`config.mk`:
```
export PLATFORM = sky130hd
export DESIGN_NAME = hssi_tc_mailbox_bridge
export DESIGN_NICKNAME = d
export VERILOG_FILES = /design/src/rtl/hssi_tc_mailbox_bridge.sv
export SDC_FILE = /design/constraint.sdc
export NUM_CORES = 1
export LEC_CHECK = 0
export BUFFER_PORTS_ARGS = -buffer_cell sky130_fd_sc_hd__buf_2
export CAP_MARGIN = 30
export CORE_AREA = 2 2 270 272
export CTS_CLUSTER_SIZE = 28
export DETAILED_ROUTE_END_ITERATION = 10
export DIE_AREA = 0 0 272 274
export GPL_TIMING_DRIVEN = 0
export HOLD_SLACK_MARGIN = 0.12
export PLACE_DENSITY_LB_ADDON = 0.25
export SLEW_MARGIN = 10
export SYNTH_ARGS = -nofsm -noshare
export SYNTH_HDL_FRONTEND = slang
export SYNTH_SLANG_ARGS = --single-unit
export TNS_END_PERCENT = 50
```
`constraint.sdc`:
```
create_clock -name clk -period 5.35 [get_ports clk]
set_input_delay 1.07 -clock clk [delete_from_list [all_inputs] [get_ports clk]]
set_output_delay 1.07 -clock clk [all_outputs]
set_load 0.02 [all_outputs]
```
`src/rtl/hssi_tc_mailbox_bridge.sv`:
```
// Host CSR mailbox bridge to NUM_CH HSSI traffic-controller CSR slaves.
// Holds one command at a time and runs an Avalon-MM read/write against the selected port.
module hssi_tc_mailbox_bridge #(
  parameter  int NUM_CH      = 16,
  parameter  int TC_ADDR_W   = 16,
  parameter  int DATA_W      = 32,
  parameter  int TIMEOUT_CYC = 1024,
  localparam int CH_W        = (NUM_CH > 1) ? $clog2(NUM_CH) : 1
) (
  input  logic                     clk,
  input  logic                     rst_n,
  input  logic                     csr_wr,
  input  logic                     csr_rd,
  input  logic [3:0]               csr_addr,
  input  logic [DATA_W-1:0]        csr_wrdata,
  output logic [DATA_W-1:0]        csr_rddata,
  output logic                     csr_rdvalid,
  input  logic [CH_W-1:0]          port_sel,
  output logic [NUM_CH-1:0]        tc_read,
  output logic [NUM_CH-1:0]        tc_write,
  output logic [TC_ADDR_W-1:0]     tc_address,
  output logic [DATA_W-1:0]        tc_writedata,
  input  logic [NUM_CH-1:0]        tc_waitrequest,
  input  logic [NUM_CH*DATA_W-1:0] tc_readdata,
  input  logic [NUM_CH-1:0]        tc_readdatavalid
);

  localparam int               CNT_W    = $clog2(TIMEOUT_CYC);
  localparam logic [CNT_W-1:0] CNT_LAST = CNT_W'(TIMEOUT_CYC - 1);

  typedef enum logic [1:0] {IDLE, REQ, RD_WAIT, DONE} state_t;

  state_t                state_reg, state_next;
  logic [CNT_W-1:0]      cnt_reg;
  logic                  is_wr_reg;
  logic [CH_W-1:0]       ch_reg;
  logic [TC_ADDR_W-1:0]  addr_reg, tc_address_reg;
  logic [DATA_W-1:0]     wrdata_reg, rddata_reg, tc_writedata_reg, csr_rddata_reg;
  logic                  csr_rdvalid_reg;
  logic                  done_reg, timeout_err_reg, sel_err_reg, overrun_reg;

  logic [NUM_CH-1:0]     ch_onehot;
  logic                  sel_wait, sel_valid;
  logic [DATA_W-1:0]     sel_data, rd_mux;
  logic                  cmd_wr, accept, sel_bad, busy, capture, tmo;
  logic [1:0]            cmd;

  genvar gi;
  generate
    for (gi = 0; gi < NUM_CH; gi++) begin : g_ch
      assign ch_onehot[gi] = (ch_reg == CH_W'(gi));
    end
  endgenerate

  // Only the latched channel is observed; every other port is ignored.
  assign sel_wait  = |(tc_waitrequest & ch_onehot);
  assign sel_valid = |(tc_readdatavalid & ch_onehot);

  always_comb begin
    sel_data = '0;
    for (int i = 0; i < NUM_CH; i++) begin
      if (ch_onehot[i]) sel_data = sel_data | tc_readdata[i*DATA_W +: DATA_W];
    end
  end

  assign cmd     = csr_wrdata[1:0];
  assign cmd_wr  = csr_wr && (csr_addr == 4'h0);
  assign accept  = cmd_wr && (state_reg == IDLE) && ((cmd == 2'd1) || (cmd == 2'd2));
  assign sel_bad = ({1'b0, port_sel} >= (CH_W+1)'(NUM_CH));
  assign busy    = (state_reg == REQ) || (state_reg == RD_WAIT);

  always_comb begin
    state_next = state_reg;
    capture    = 1'b0;
    tmo        = 1'b0;
    case (state_reg)
      IDLE: begin
        if (accept && !sel_bad) state_next = REQ;
      end
      REQ: begin
        // Completion is checked before the timeout so it wins on the last cycle.
        if (!sel_wait && is_wr_reg) begin
          state_next = DONE;
        end else if (!sel_wait && sel_valid) begin
          state_next = DONE;
          capture    = 1'b1;
        end else if (cnt_reg == CNT_LAST) begin
          state_next = DONE;
          tmo        = 1'b1;
        end else if (!sel_wait) begin
          state_next = RD_WAIT;
        end
      end
      RD_WAIT: begin
        if (sel_valid) begin
          state_next = DONE;
          capture    = 1'b1;
        end else if (cnt_reg == CNT_LAST) begin
          state_next = DONE;
          tmo        = 1'b1;
        end
      end
      DONE: state_next = IDLE;
      default: state_next = IDLE;
    endcase
  end

  always_comb begin
    rd_mux = '0;
    case (csr_addr)
      4'h0: rd_mux[6:0] = {overrun_reg, sel_err_reg, timeout_err_reg, done_reg, busy, 2'b00};
      4'h4: rd_mux[TC_ADDR_W-1:0] = addr_reg;
      4'h8: rd_mux = rddata_reg;
      4'hC: rd_mux = wrdata_reg;
      default: rd_mux = '0;
    endcase
  end

  always_ff @(posedge clk or negedge rst_n) begin
    if (!rst_n) begin
      state_reg        <= IDLE;
      cnt_reg          <= '0;
      is_wr_reg        <= 1'b0;
      ch_reg           <= '0;
      addr_reg         <= '0;
      wrdata_reg       <= '0;
      rddata_reg       <= '0;
      tc_address_reg   <= '0;
      tc_writedata_reg <= '0;
      csr_rddata_reg   <= '0;
      csr_rdvalid_reg  <= 1'b0;
      done_reg         <= 1'b0;
      timeout_err_reg  <= 1'b0;
      sel_err_reg      <= 1'b0;
      overrun_reg      <= 1'b0;
    end else begin
      state_reg       <= state_next;
      csr_rdvalid_reg <= csr_rd;
      if (csr_rd) csr_rddata_reg <= rd_mux;
      if (csr_wr && (csr_addr == 4'h4)) addr_reg <= csr_wrdata[TC_ADDR_W-1:0];
      if (csr_wr && (csr_addr == 4'hC)) wrdata_reg <= csr_wrdata;
      if (busy) cnt_reg <= cnt_reg + CNT_W'(1);

      if (accept) begin
        cnt_reg          <= '0;
        is_wr_reg        <= (cmd == 2'd2);
        ch_reg           <= port_sel;
        tc_address_reg   <= addr_reg;
        tc_writedata_reg <= wrdata_reg;
        done_reg         <= sel_bad;
        sel_err_reg      <= sel_bad;
        timeout_err_reg  <= 1'b0;
        overrun_reg      <= 1'b0;
      end else if (cmd_wr && (state_reg != IDLE)) begin
        // Any command arriving before the FSM is back in IDLE is dropped.
        overrun_reg <= 1'b1;
      end

      if (state_next == DONE) done_reg <= 1'b1;
      if (tmo) begin
        timeout_err_reg <= 1'b1;
        if (!is_wr_reg) rddata_reg <= '1;
      end
      if (capture) rddata_reg <= sel_data;
    end
  end

  // Requests decode from the async-reset state so they drop the moment rst_n falls.
  assign tc_read      = ((state_reg == REQ) && !is_wr_reg) ? ch_onehot : '0;
  assign tc_write     = ((state_reg == REQ) &&  is_wr_reg) ? ch_onehot : '0;
  assign tc_address   = tc_address_reg;
  assign tc_writedata = tc_writedata_reg;
  assign csr_rddata   = csr_rddata_reg;
  assign csr_rdvalid  = csr_rdvalid_reg;

endmodule

```
== Word level (Yosys, flattened, before mapping) ==
Index checks and enable logic that the tools add are counted.
Widths: inputs -> output; s select.

* $add $sub $neg: 1
* Equality and inequality tests: 26
* Mux-type cells: 48
* Bitwise operators: 17
* Reduce and logical (&&, ||, !) cells: 26

{| class="wikitable"
|+ Operators by type and width
! kind !! count
|-
| $mux 32 || 19
|-
| $or 32x32->32 || 15
|-
| $eq 4x4->1 const B || 10
|-
| $and 16x16->16 || 2
|-
| $mux 16 || 2
|-
| $pmux 16 s2 || 1
|-
| $reduce_or 16->1 || 2
|-
| $pmux 7 s4 || 1
|-
| $pmux 9 s3 || 1
|-
| $eq 4x3->1 const B || 5
|-
| $mux 10 || 2
|-
| $mux 2 || 7
|-
| $mux 1 || 12
|-
| $reduce_bool 2->1 || 6
|-
| $add 10x1->10 const B || 1
|-
| $eq 10x10->1 const B || 1
|-
| $logic_and 1x1->1 || 10
|-
| $eq 2x2->1 const B || 4
|-
| $eq 4x2->1 const B || 2
|-
| $logic_not 4->1 || 2
|-
| $pmux 2 s4 || 1
|-
| $eq 2x1->1 const B || 2
|-
| $eq 4x1->1 const B || 1
|-
| $pmux 1 s2 || 2
|-
| 5 further kinds || 7
|}

* Register bits after elaboration: 181
* Bits of input ports: 588
* Output and inout port bits: 113
* Word-level logic and storage cells: 132

== Logic depth before layout (Yosys ltp) ==
Gate-level depths: netlist (run 1).

* Word-level depth: 33
* Depth in mapped cells: 10
* Gate-level depth less buffers: 8

== Worst setup path after synthesis (run 1) ==
Ideal clock, no wire load.

* Path type: register -> output
* From: reg ch_reg[0]
* To: out tc_read[0]
* Arrival time: 1.805 ns
* Required time: 4.280 ns
* Slack: 2.475 ns
* Stages on the path, launching flop included: 7
* Buffers on the path: 4
* Cells stage by stage: dfrtp_1 buf_4 buf_4 clkbuf_1 or2_2 clkbuf_1 nor3_1

* Cells in the longest elaborated chain, start to end: 2

{| class="wikitable"
|+ Ends and longest elaborated chain
! item !! line !! source
|-
| from (decl) || 36 || <nowiki>logic [CH_W-1:0] ch_reg;</nowiki>
|-
| from (signal assigned) || 147 || <nowiki>ch_reg <= port_sel;</nowiki>
|-
| $logic_not 4->1 || 51 || <nowiki>assign ch_onehot[gi] = (ch_reg == CH_W'(gi));</nowiki>
|-
| $mux 16 || 169 || <nowiki>assign tc_read = ((state_reg == REQ) && !is_wr_reg) ? ch_onehot : '0;</nowiki>
|-
| to (decl) || 19 || <nowiki>output logic [NUM_CH-1:0] tc_read,</nowiki>
|}

Every way passes these cells.

== Final worst setup path (run 1) ==
* From: reg state_reg[1]
* To: out tc_read[14]

* Cells in the longest elaborated chain, start to end: 3

{| class="wikitable"
|+ Ends and longest elaborated chain
! item !! line !! source
|-
| from (decl) || 33 || <nowiki>state_t state_reg, state_next;</nowiki>
|-
| from (signal assigned) || 137 || <nowiki>state_reg <= state_next;</nowiki>
|-
| $eq 2x1->1 || 169 ||
|-
| $logic_and 1x1->1 || 169 ||
|-
| $mux 16 || 169 ||
|}

Every way passes these cells.

==> flow_summary.json, run 1 <==
{
  "status": "complete, no violations",
  "avgSynthCellArea_sq_um": 8.856,
  "post_drt_wl_per_cell_um": 26.18,
  "io_pins": 701,
  "drt_wl_total_um": 79570,
  "syn-num-nets": 1928,
  "cts_max_path_buffers": 2,
  "yosys.cell_types.count": 56,
  "final_area_sq_um": 17130,
  "cts_sinks": 181,
  "io_buffers": 700,
  "start_kind": "flip-flop",
  "hold-path-endpoint": "tc_address[14]",
  "synthesis.area_sq_um": 11810,
  "synthTopCellsByArea": "dfrtp_1 38%, mux2i_1 8.8%, a22oi_1 7.9%",
  "worstMarginPinSlew_ns": 0.9219,
  "synthFlopType": "dfrtp_1",
  "fin_worst_skew_ns": 0.02452,
  "hp-class": "reg -> reg",
  "hold_start": "tc_address[14]",
  "cts_tree": "yes",
  "layout-drive-gt1-share_pct": 40.26,
  "syn_to_final_growth_pct": 45.07,
  "drv_cap": 0,
  "grt_pass1_wl_um": 110100,
  "yosysMostFrequentCell": "nand2_1",
  "drc": 0,
  "r2r_slack_ns": 1.45,
  "die_w_um": 272,
  "ys_ff_latch": 181,
  "synth-seq-area-share_pct": 38.37,
  "reg2reg_depth": 9,
  "slowest_delay_ns": 0.70,
  "initialDrtViolationCount": 905,
  "crit_family": "simple AND/OR/NAND/NOR gates",
  "pre_cts_slack_ns": 1.229,
  "gp_congestion": 0.9359,
  "power_leakage_nw": 8.008,
  "final_max_slew_viol_count": 0,
  "r2r-end": "rddata_reg[3]",
  "p_per_area_nw_per_um2": 420.8,
  "cts-buffers-inserted": 17,
  "async_flop_share_pct": 100.0,
  "path_buf_inv": 3,
  "synthesis.instances": 1333,
  "setup_violations": 0,
  "layout_setup_ws_ns": 1.267,
  "ys_top_cells_by_count": "207 x nand2_1, 185 x nor2_1, 181 x dfrtp_1",
  "dieHeight_um": 274,
  "grt_pass1_vias": 14800,
  "crit_slowest_cell": "nor2_1",
  "synth_edf_count": 0,
  "cts-root-buf": "clkbuf_16",
  "path_max_fanout": 5,
  "max_slew_margin_pct": 38.31,
  "synth_top_area_share_pct": 38.37,
  "dpl.cell_count": 2994,
  "ir_worst_vdd_mv": 0.1868,
  "cts_hold_buf": 0,
  "grt_max_degree": 100,
  "post-dp-hpwl_um": 68140,
  "clk-insertion-delay-late_ns": 0.46,
  "worstReg2RegStart": "ch_reg[3]",
  "antenna_found_initial": 21,
  "fin_crit_ns": 4.083,
  "max_freq_mhz": 244.9,
  "rsz0062_at_grt": "no",
  "fin_setup_tns_ns": 0,
  "grt_overflow": 0,
  "start_util_pct": 16.40,
  "grt_usage_pct": 20.75,
  "worstPathRequired_ns": 4.28,
  "dieArea_sq_um": 74530,
  "endpoint_kind": "output port",
  "synth_top_cell_by_area": "dfrtp_1",
  "fin_cells": 3039,
  "fp-row-count": 99,
  "htree_levels": 4,
  "post_cts_buffers": 0,
  "crit_type": "reg -> out",
  "hold_depth": 2,
  "vias": 14080,
  "cp.arrival_ns": 3.01,
  "fin_crit_sh_pct": 76.33,
  "yosysWarnings": 0,
  "worstPathCellList": "inv_1 > ha_1 > inv_1 > nor2_1 > nand3_1 > nor2_1 > buf_2",
  "final_nets": 2649,
  "vias_per_cell": 4.631,
  "hold_viol_final": 0,
  "placed_area_sq_um": 16550,
  "ant_nets": 0,
  "drt_pass1_iterations": 7,
  "clk_pin_slew_worst_paths_ns": 0.07,
  "fp.coreArea_sq_um": 71970,
  "cts_resized": 0
}
## layer usage
metal  vias up  global-route usage, %  wire (um)
met2       570                  35.78      38570
met4         6                  4.844       1749
met5         -                      0         41
li1       6389                      -          -
met1      7042                  27.29      35320
met3        68                  2.969       3886
## where the power goes
| group | internal [mW] | switching, mW |
|---|---|---|
| registers | 1.74 | 0.326 |
| clock network | 0.636 | 0.578 |
| logic | 1.40 | 2.53 |
| total | 3.77 | 3.43 |
## final cells by class
cell class / instances / area (sq um)
clock inverter: 11 / 105.1
fill: 8086 / 54840
antenna: 16 / 40.04
timing repair buffer: 702 / 3546
buffer: 125 / 554.3
inverter: 23 / 86.33
clock buffer: 18 / 429.2
tap: 959 / 1200
sequential: 181 / 4529
multi-input combinational: 1004 / 6635
## worst min-delay path, cell delays in order, from the launching register on
cell,delay (ns)
dfrtp_1,0.34
nand2_1,0.05
nand2_1,0.06
## cell families after synthesis
kind of cell	Yosys count	share of synthesized area [%]
and+or+nand+nor	468	16.29
AOI/OAI and AO/OA	350	23.01
DFF	181	38.37
muxes	170	15.50
adders and majority gates	7	0.7419
xor gates and xnor gates	9	0.6677
buffers and inverters	148	5.427
## worst max path at each step
stage / start / endpoint / slack (ns) / cells past startpoint
after detailed placement: csr_wrdata[0] / ch_reg[1] / 1.23 / 9
after global routing: state_reg[1] / tc_read[15] / 1.06 / 7
after CTS: state_reg[1] / tc_read[13] / 1.25 / 7
after global placement: rst_n / rddata_reg[29] / 0.10 / 1
after floorplan: ch_reg[0] / tc_read[0] / 2.47 / 6
final: state_reg[1] / tc_read[14] / 1.27 / 7
## cells in the final DEF (no fill, tap or decap), drive strengths merged, types with 3 or more instances in the layout
cell | synthesis | layout
buf | 43 | 745
nand2 | 207 | 207
nor2 | 185 | 185
dfrtp | 181 | 181
a22oi | 125 | 125
mux2i | 104 | 104
clkbuf | 82 | 100
mux2 | 62 | 62
o22ai | 45 | 45
a22o | 34 | 34
a221oi | 31 | 31
o2111ai | 31 | 31
o32a | 31 | 31
inv | 23 | 26
a21oi | 22 | 22
nor3 | 22 | 22
diode | 0 | 16
nand3 | 14 | 14
o21ai | 10 | 10
nand2b | 7 | 7
nor2b | 7 | 7
ha | 7 | 7
and3 | 6 | 6
xnor2 | 5 | 5
nand4 | 4 | 4
mux4 | 4 | 4
xor2 | 4 | 4
clkinvlp | 0 | 4
and2 | 3 | 3
a31oi | 3 | 3
or2 | 3 | 3
clkinv | 0 | 3
## stage by stage
step / hold slack, ns / utilization, % / power, mW
2_1_floorplan: 0.4496 / - / 4.192
3_3_place_gp: 0.4597 / 22.94 / 6.064
3_5_place_dp: 0.4619 / 23.00 / 6.113
4_1_cts: 0.4799 / 23.74 / 7.357
5_1_grt: 0.5054 / 23.77 / 7.685
6_report: 0.4742 / 23.80 / 7.206
(Power assumes the default switching activity.)
==> run 2: changes to the inputs <==
==> constraint.sdc (replaced) <==
create_clock -name clk -period 3.4 [get_ports clk]
set_input_delay 0.68 -clock clk [delete_from_list [all_inputs] [get_ports clk]]
set_output_delay 0.68 -clock clk [all_outputs]
set_load 0.02 [all_outputs]
==> run 2 against run 1 <==
  * Register-to-register slack worse by 1.3 ns
  * Critical path depth is 2 higher
  * Via count decreased by 0.33%
  * Die area stayed put
  * Wire length decreased by 0.14%
  * Clock power rose by 58%
  * First-iteration DRC count rose by 9.3%
  * Flip-flop and latch count unchanged
  * Sequential power increased by 57%
  * Highest routed layer unchanged
  * Critical endpoint is now rddata_reg[7]
  * Final area grew 0.77%
  * Clock skew rose by 0.0037 ns
  * Global-route usage is essentially flat
==> flow_summary.json, run 2 (synthesized netlist as in run 1, its figures left out) <==
{
  "fin_worst_skew_ns": 0.02820,
  "cts_max_path_buffers": 2,
  "cts_tree": "yes",
  "start_kind": "flip-flop",
  "worstReg2RegStart": "ch_reg[3]",
  "status": "complete, no violations",
  "crit_slowest_cell": "buf_1",
  "clk_pin_slew_worst_paths_ns": 0.07,
  "crit_type": "reg -> reg",
  "drt_wl_total_um": 79460,
  "ant_nets": 0,
  "grt_usage_pct": 20.75,
  "max_slew_margin_pct": 38.17,
  "worstPathRequired_ns": 3.73,
  "fp.coreArea_sq_um": 71970,
  "final_nets": 2647,
  "dieArea_sq_um": 74530,
  "power_leakage_nw": 8.090,
  "placed_area_sq_um": 16550,
  "final_cell_mix": "715 x buf_2, 207 x nand2_1, 182 x nor2_1",
  "endpoint_kind": "flip-flop",
  "rsz0062_at_grt": "yes",
  "gp_congestion": 0.9359,
  "setup_violations": 0,
  "nFillCells": 8090,
  "htree_levels": 4,
  "hold_viol_final": 0,
  "final_max_slew_viol_count": 0,
  "syn_to_final_growth_pct": 46.18,
  "cts_hold_buf": 0,
  "drt_pass1_iterations": 6,
  "layout-drive-gt1-share_pct": 41.85,
  "r2r_slack_ns": 0.12,
  "fp-row-count": 99,
  "layout_commonest_cell": "buf_2",
  "dieHeight_um": 274,
  "cts-root-buf": "clkbuf_16",
  "grtUsageMet1_pct": 27.31,
  "cts-buffers-inserted": 17,
  "drc": 0,
  "drv_cap": 0,
  "grt_pass1_wl_um": 110000,
  "io_buffers": 700,
  "fin_crit_ns": 3.276,
  "use_met2_pct": 35.77,
  "path_max_fanout": 10,
  "multi_input_area_sq_um": 6745,
  "ir_worst_vdd_mv": 0.2947,
  "worstPathCellList": "buf_2 > buf_4 > buf_2 > nand2_1 > buf_1 > o22ai_1 > nor2_1 > o2111ai_1 > o32a_1",
  "worstMarginPinSlew_ns": 0.9275,
  "crit_top_cell": "buf_2",
  "post_cts_buffers": 0,
  "grt_pass1_vias": 14810,
  "antenna_found_initial": 20,
  "r2r-end": "rddata_reg[7]",
  "grt_overflow": 0,
  "die_w_um": 272,
  "cts_sinks": 181,
  "p_per_area_nw_per_um2": 662.7,
  "vias": 14030,
  "initialDrtViolationCount": 989,
  "io_pins": 701,
  "reg2reg_depth": 9,
  "met3_usage_pct": 2.977,
  "top_usage_layer": "met2",
  "utilization_pct": 23.98,
  "max_freq_mhz": 305.3,
  "slowest_delay_ns": 0.51,
  "post-dp-hpwl_um": 68140,
  "hp-class": "in -> async",
  "final_area_sq_um": 17260,
  "vias_per_cell": 4.618,
  "cp.arrival_ns": 3.60,
  "clk-insertion-delay-late_ns": 0.46,
  "post_drt_wl_per_cell_um": 26.15,
  "fin_crit_sh_pct": 96.34,
  "start_util_pct": 16.40,
  "grt_max_degree": 100,
  "seq_area_sq_um": 4529
}
-- run 2: changes by cell type in the layout (fill, tap and decap cells not counted), moves of 4 or more --
cell	delta
o2111ai_2	+7
clkbuf_2	+11
o2111ai_1	-7
clkbuf_4	+4
a221oi_2	+7
a221oi_1	-7
clkbuf_1	-15
-- run 2: final cells by class --
cell class                      instances  share of cell area [%]
Sequential cell                       181                   26.25
Buffer                                123                   3.306
Clock inverter                         11                  0.6090
Clock buffer                           18                   2.487
Inverter                               23                  0.5003
Multi-Input combinational cell       1004                   39.09
Tap cell                              959                   6.953
Timing Repair Buffer                  702                   20.56
Antenna cell                           17                  0.2465
-- run 2: critical path, delay by kind of cell, from the launching register on --
| kind | cells | cell delay, ns |
|---|---|---|
| AND/OR/NAND/NOR | 2 | 0.72 |
| buffers and inverters | 4 | 1.19 |
| AO/OA/AOI/OAI | 3 | 0.88 |
| flip-flops | 1 | 0.35 |
-- run 2: metal layers --
metal	up-vias	part of all wire, %
met3	75	4.8
met5	-	0.053
met2	613	48
met4	6	2.4
li1	6375	-
met1	6960	44
-- run 2: repair_timing --
item,CTS,global route
gates resized for setup,21,24
pin swaps,0,0
endpoints found under the setup margin,53,42
-- run 2: stage by stage --
stage | worst slack (ns) | hold WS, ns | setup TNS, ns | cells | total power, mW
2_1_floorplan | 0.9148 | 0.3844 | 0 | 1333 | 6.597
5_1_grt | -0.03284 | 0.3309 | -0.06954 | 3029 | 12.19
6_report | 0.1244 | 0.2806 | 0 | 3038 | 11.44
3_5_place_dp | -0.5860 | 0.4619 | -12.45 | 2994 | 9.619
3_3_place_gp | -1.457 | 0.4597 | -275.06 | 2992 | 9.542
4_1_cts | 0.008158 | 0.3130 | 0 | 3021 | 11.66
-- run 2: worst max-delay path by stage --
stage	from	endpoint	slack [ns]	cells after the start
finish	ch_reg[3]	rddata_reg[7]	0.12	9
global route	ch_reg[2]	rddata_reg[24]	-0.03	9
CTS	ch_reg[2]	rddata_reg[20]	0.008	9
detailed placement	ch_reg[3]	rddata_reg[9]	-0.59	9
global placement	rst_n	rddata_reg[29]	-1.46	1
floorplan	ch_reg[0]	tc_read[0]	0.91	6
-- run 2: report_power, final --
part	internal, mW	switching [mW]	total [mW]	leakage (nW)
Combinational	2.26	4.01	6.27	5.56
Clock	1.00	0.907	1.91	0.251
Sequential	2.74	0.518	3.26	2.28
Total	6.00	5.44	11.4	8.09
==> run 3: changes to the inputs <==
--- a/config.mk
+++ b/config.mk
@@ -7,10 +7,10 @@
 export LEC_CHECK = 0
 export BUFFER_PORTS_ARGS = -buffer_cell sky130_fd_sc_hd__buf_2
 export CAP_MARGIN = 30
-export CORE_AREA = 2 2 270 272
+export CORE_AREA = 4 4 273 275
 export CTS_CLUSTER_SIZE = 28
 export DETAILED_ROUTE_END_ITERATION = 10
-export DIE_AREA = 0 0 272 274
+export DIE_AREA = 0 0 277 279
 export GPL_TIMING_DRIVEN = 0
 export HOLD_SLACK_MARGIN = 0.12
 export PLACE_DENSITY_LB_ADDON = 0.25
==> run 3 against run 2 <==
  * Critical path depth down 2
  * Final area down 0.10%
  * Global-route usage down 0.93 points
  * Sequential share of layout area about the same
  * Register-to-register slack about the same
  * Sequential power up 2%
  * Flip-flop and latch count unchanged
  * Wire length up 1.0%
  * Core utilization down 0.15 points
  * Combinational power down 3.5%
  * Fmax down 1.2%
  * Critical endpoint is now tc_write[0]
  * Largest cell class unchanged
==> flow_summary.json, run 3 (synthesized netlist as in run 1, its figures left out) <==
{
  "r2r-end": "rddata_reg[22]",
  "drv_cap": 0,
  "vias_per_cell": 4.624,
  "crit_top_cell": "buf_2",
  "io_buffers": 700,
  "fp.coreArea_sq_um": 72340,
  "antenna_found_initial": 32,
  "grt_pass1_vias": 14900,
  "worstMarginPinSlew_ns": 0.8592,
  "slowest_delay_ns": 0.38,
  "start_kind": "flip-flop",
  "gp_congestion": 0.9429,
  "layout_commonest_cell": "buf_2",
  "r2r_slack_ns": 0.13,
  "fin_setup_tns_ns": 0,
  "fp-row-count": 99,
  "pre_cts_slack_ns": -0.5587,
  "clk-insertion-delay-late_ns": 0.46,
  "cts_max_path_buffers": 2,
  "syn_to_final_growth_pct": 46.03,
  "p_per_area_nw_per_um2": 663.4,
  "path_buf_inv": 5,
  "die_w_um": 277,
  "hp-class": "in -> async",
  "post_drt_wl_per_cell_um": 26.41,
  "max_slew_margin_pct": 42.72,
  "final_nets": 2649,
  "dieHeight_um": 279,
  "grt_usage_pct": 19.82,
  "post-dp-hpwl_um": 68480,
  "vias": 14050,
  "drt_wl_total_um": 80260,
  "cts-root-buf": "clkbuf_16",
  "rsz0062_at_grt": "no",
  "initialDrtViolationCount": 852,
  "post_cts_buffers": 0,
  "grt_overflow": 0,
  "reg2reg_depth": 9,
  "io_pins": 701,
  "final_area_sq_um": 17240,
  "path_max_fanout": 10,
  "placed_area_sq_um": 16550,
  "final_cell_mix": "712 x buf_2, 207 x nand2_1, 182 x nor2_1",
  "drt_pass1_iterations": 5,
  "setup_violations": 0,
  "max_freq_mhz": 301.7,
  "ir_worst_vdd_mv": 0.2854,
  "power_leakage_nw": 8.083,
  "fin_cells": 3039,
  "grt_max_degree": 94,
  "endpoint_kind": "output port",
  "hold_viol_final": 0,
  "worstReg2RegStart": "ch_reg[1]",
  "cts_sinks": 181,
  "htree_levels": 4,
  "clk_pin_slew_worst_paths_ns": 0.09,
  "fin_crit_sh_pct": 97.48,
  "dieArea_sq_um": 77280,
  "status": "complete, no violations",
  "cp.arrival_ns": 2.63,
  "drc": 0,
  "fin_worst_skew_ns": 0.02170,
  "crit_slowest_cell": "dfrtp_1",
  "final_max_slew_viol_count": 0,
  "ant_nets": 0,
  "layout_setup_ws_ns": 0.08564,
  "layout-drive-gt1-share_pct": 41.17,
  "start_util_pct": 16.32,
  "critical_path.startpoint": "ch_reg[1]",
  "worstPathCellList": "buf_6 > buf_2 > clkbuf_2 > or2_2 > clkbuf_1 > nor3_1 > buf_2",
  "crit_type": "reg -> out",
  "power_mw": 11.44,
  "cts-buffers-inserted": 17,
  "worstPathRequired_ns": 2.72,
  "crit_family": "buffers and inverters",
  "cts_tree": "yes",
  "fin_crit_ns": 3.314,
  "grt_pass1_wl_um": 111200,
  "cts_hold_buf": 0,
  "dpl.cell_count": 2994
}
-- run 3: through the flow --
step / utilization, % / hold slack [ns]
detailed placement: 22.88 / 0.4571
floorplan: - / 0.3844
global route: 23.81 / 0.2619
global placement: 22.82 / 0.4622
finish: 23.83 / 0.2185
CTS: 23.76 / 0.2363
-- run 3: area by class of cell --
class | instances | area [sq um]
fill | 8144 | 55100
buffer | 123 | 570.5
timing repair buffer | 704 | 3561
tap | 959 | 1200
clock buffer | 17 | 425.4
sequential | 181 | 4529
inverter | 23 | 86.33
multi-input combinational | 1004 | 6668
clock inverter | 15 | 166.4
antenna | 13 | 32.53
-- run 3: where the power goes --
group | switching [mW] | internal [mW]
sequential | 0.571 | 2.74
clock | 1.03 | 1.05
combinational | 3.82 | 2.23
-- run 3: worst max-delay path by stage --
| stage | endpoint | slack (ns) | depth (start not counted) |
|---|---|---|---|
| global placement | rddata_reg[28] | -1.54 | 1 |
| global route | tc_write[4] | 0.006 | 7 |
| finish | tc_write[0] | 0.09 | 7 |
| CTS | tc_write[15] | 0.04 | 7 |
| floorplan | tc_read[0] | 0.91 | 6 |
| detailed placement | ch_reg[1] | -0.56 | 7 |
-- run 3: per-layer routing --
layer  vias up  global-route usage [%]  wire length [um]
li1       6387                       -                 -
met2       608                   34.08             38530
met4         6                   3.958              1453
met5         -                       0                45
met1      6976                   26.10             35930
met3        74                   3.754              4301
-- run 3: what timing repair did --
item                                    in CTS  in global routing
resized for setup                           16                  8
endpoints found under the hold margin        0                  0
endpoints found under the setup margin      58                 23
-- run 3: worst reg2reg max path: stages (launching register included) --
cell and delay, ns:
dfrtp_1 0.35, buf_6 0.13, buf_2 0.26, clkbuf_2 0.44, nand2b_1 0.48, clkbuf_1 0.45, nor2_1 0.10, nor2_1 0.29
o2111ai_1 0.29, o32a_1 0.35
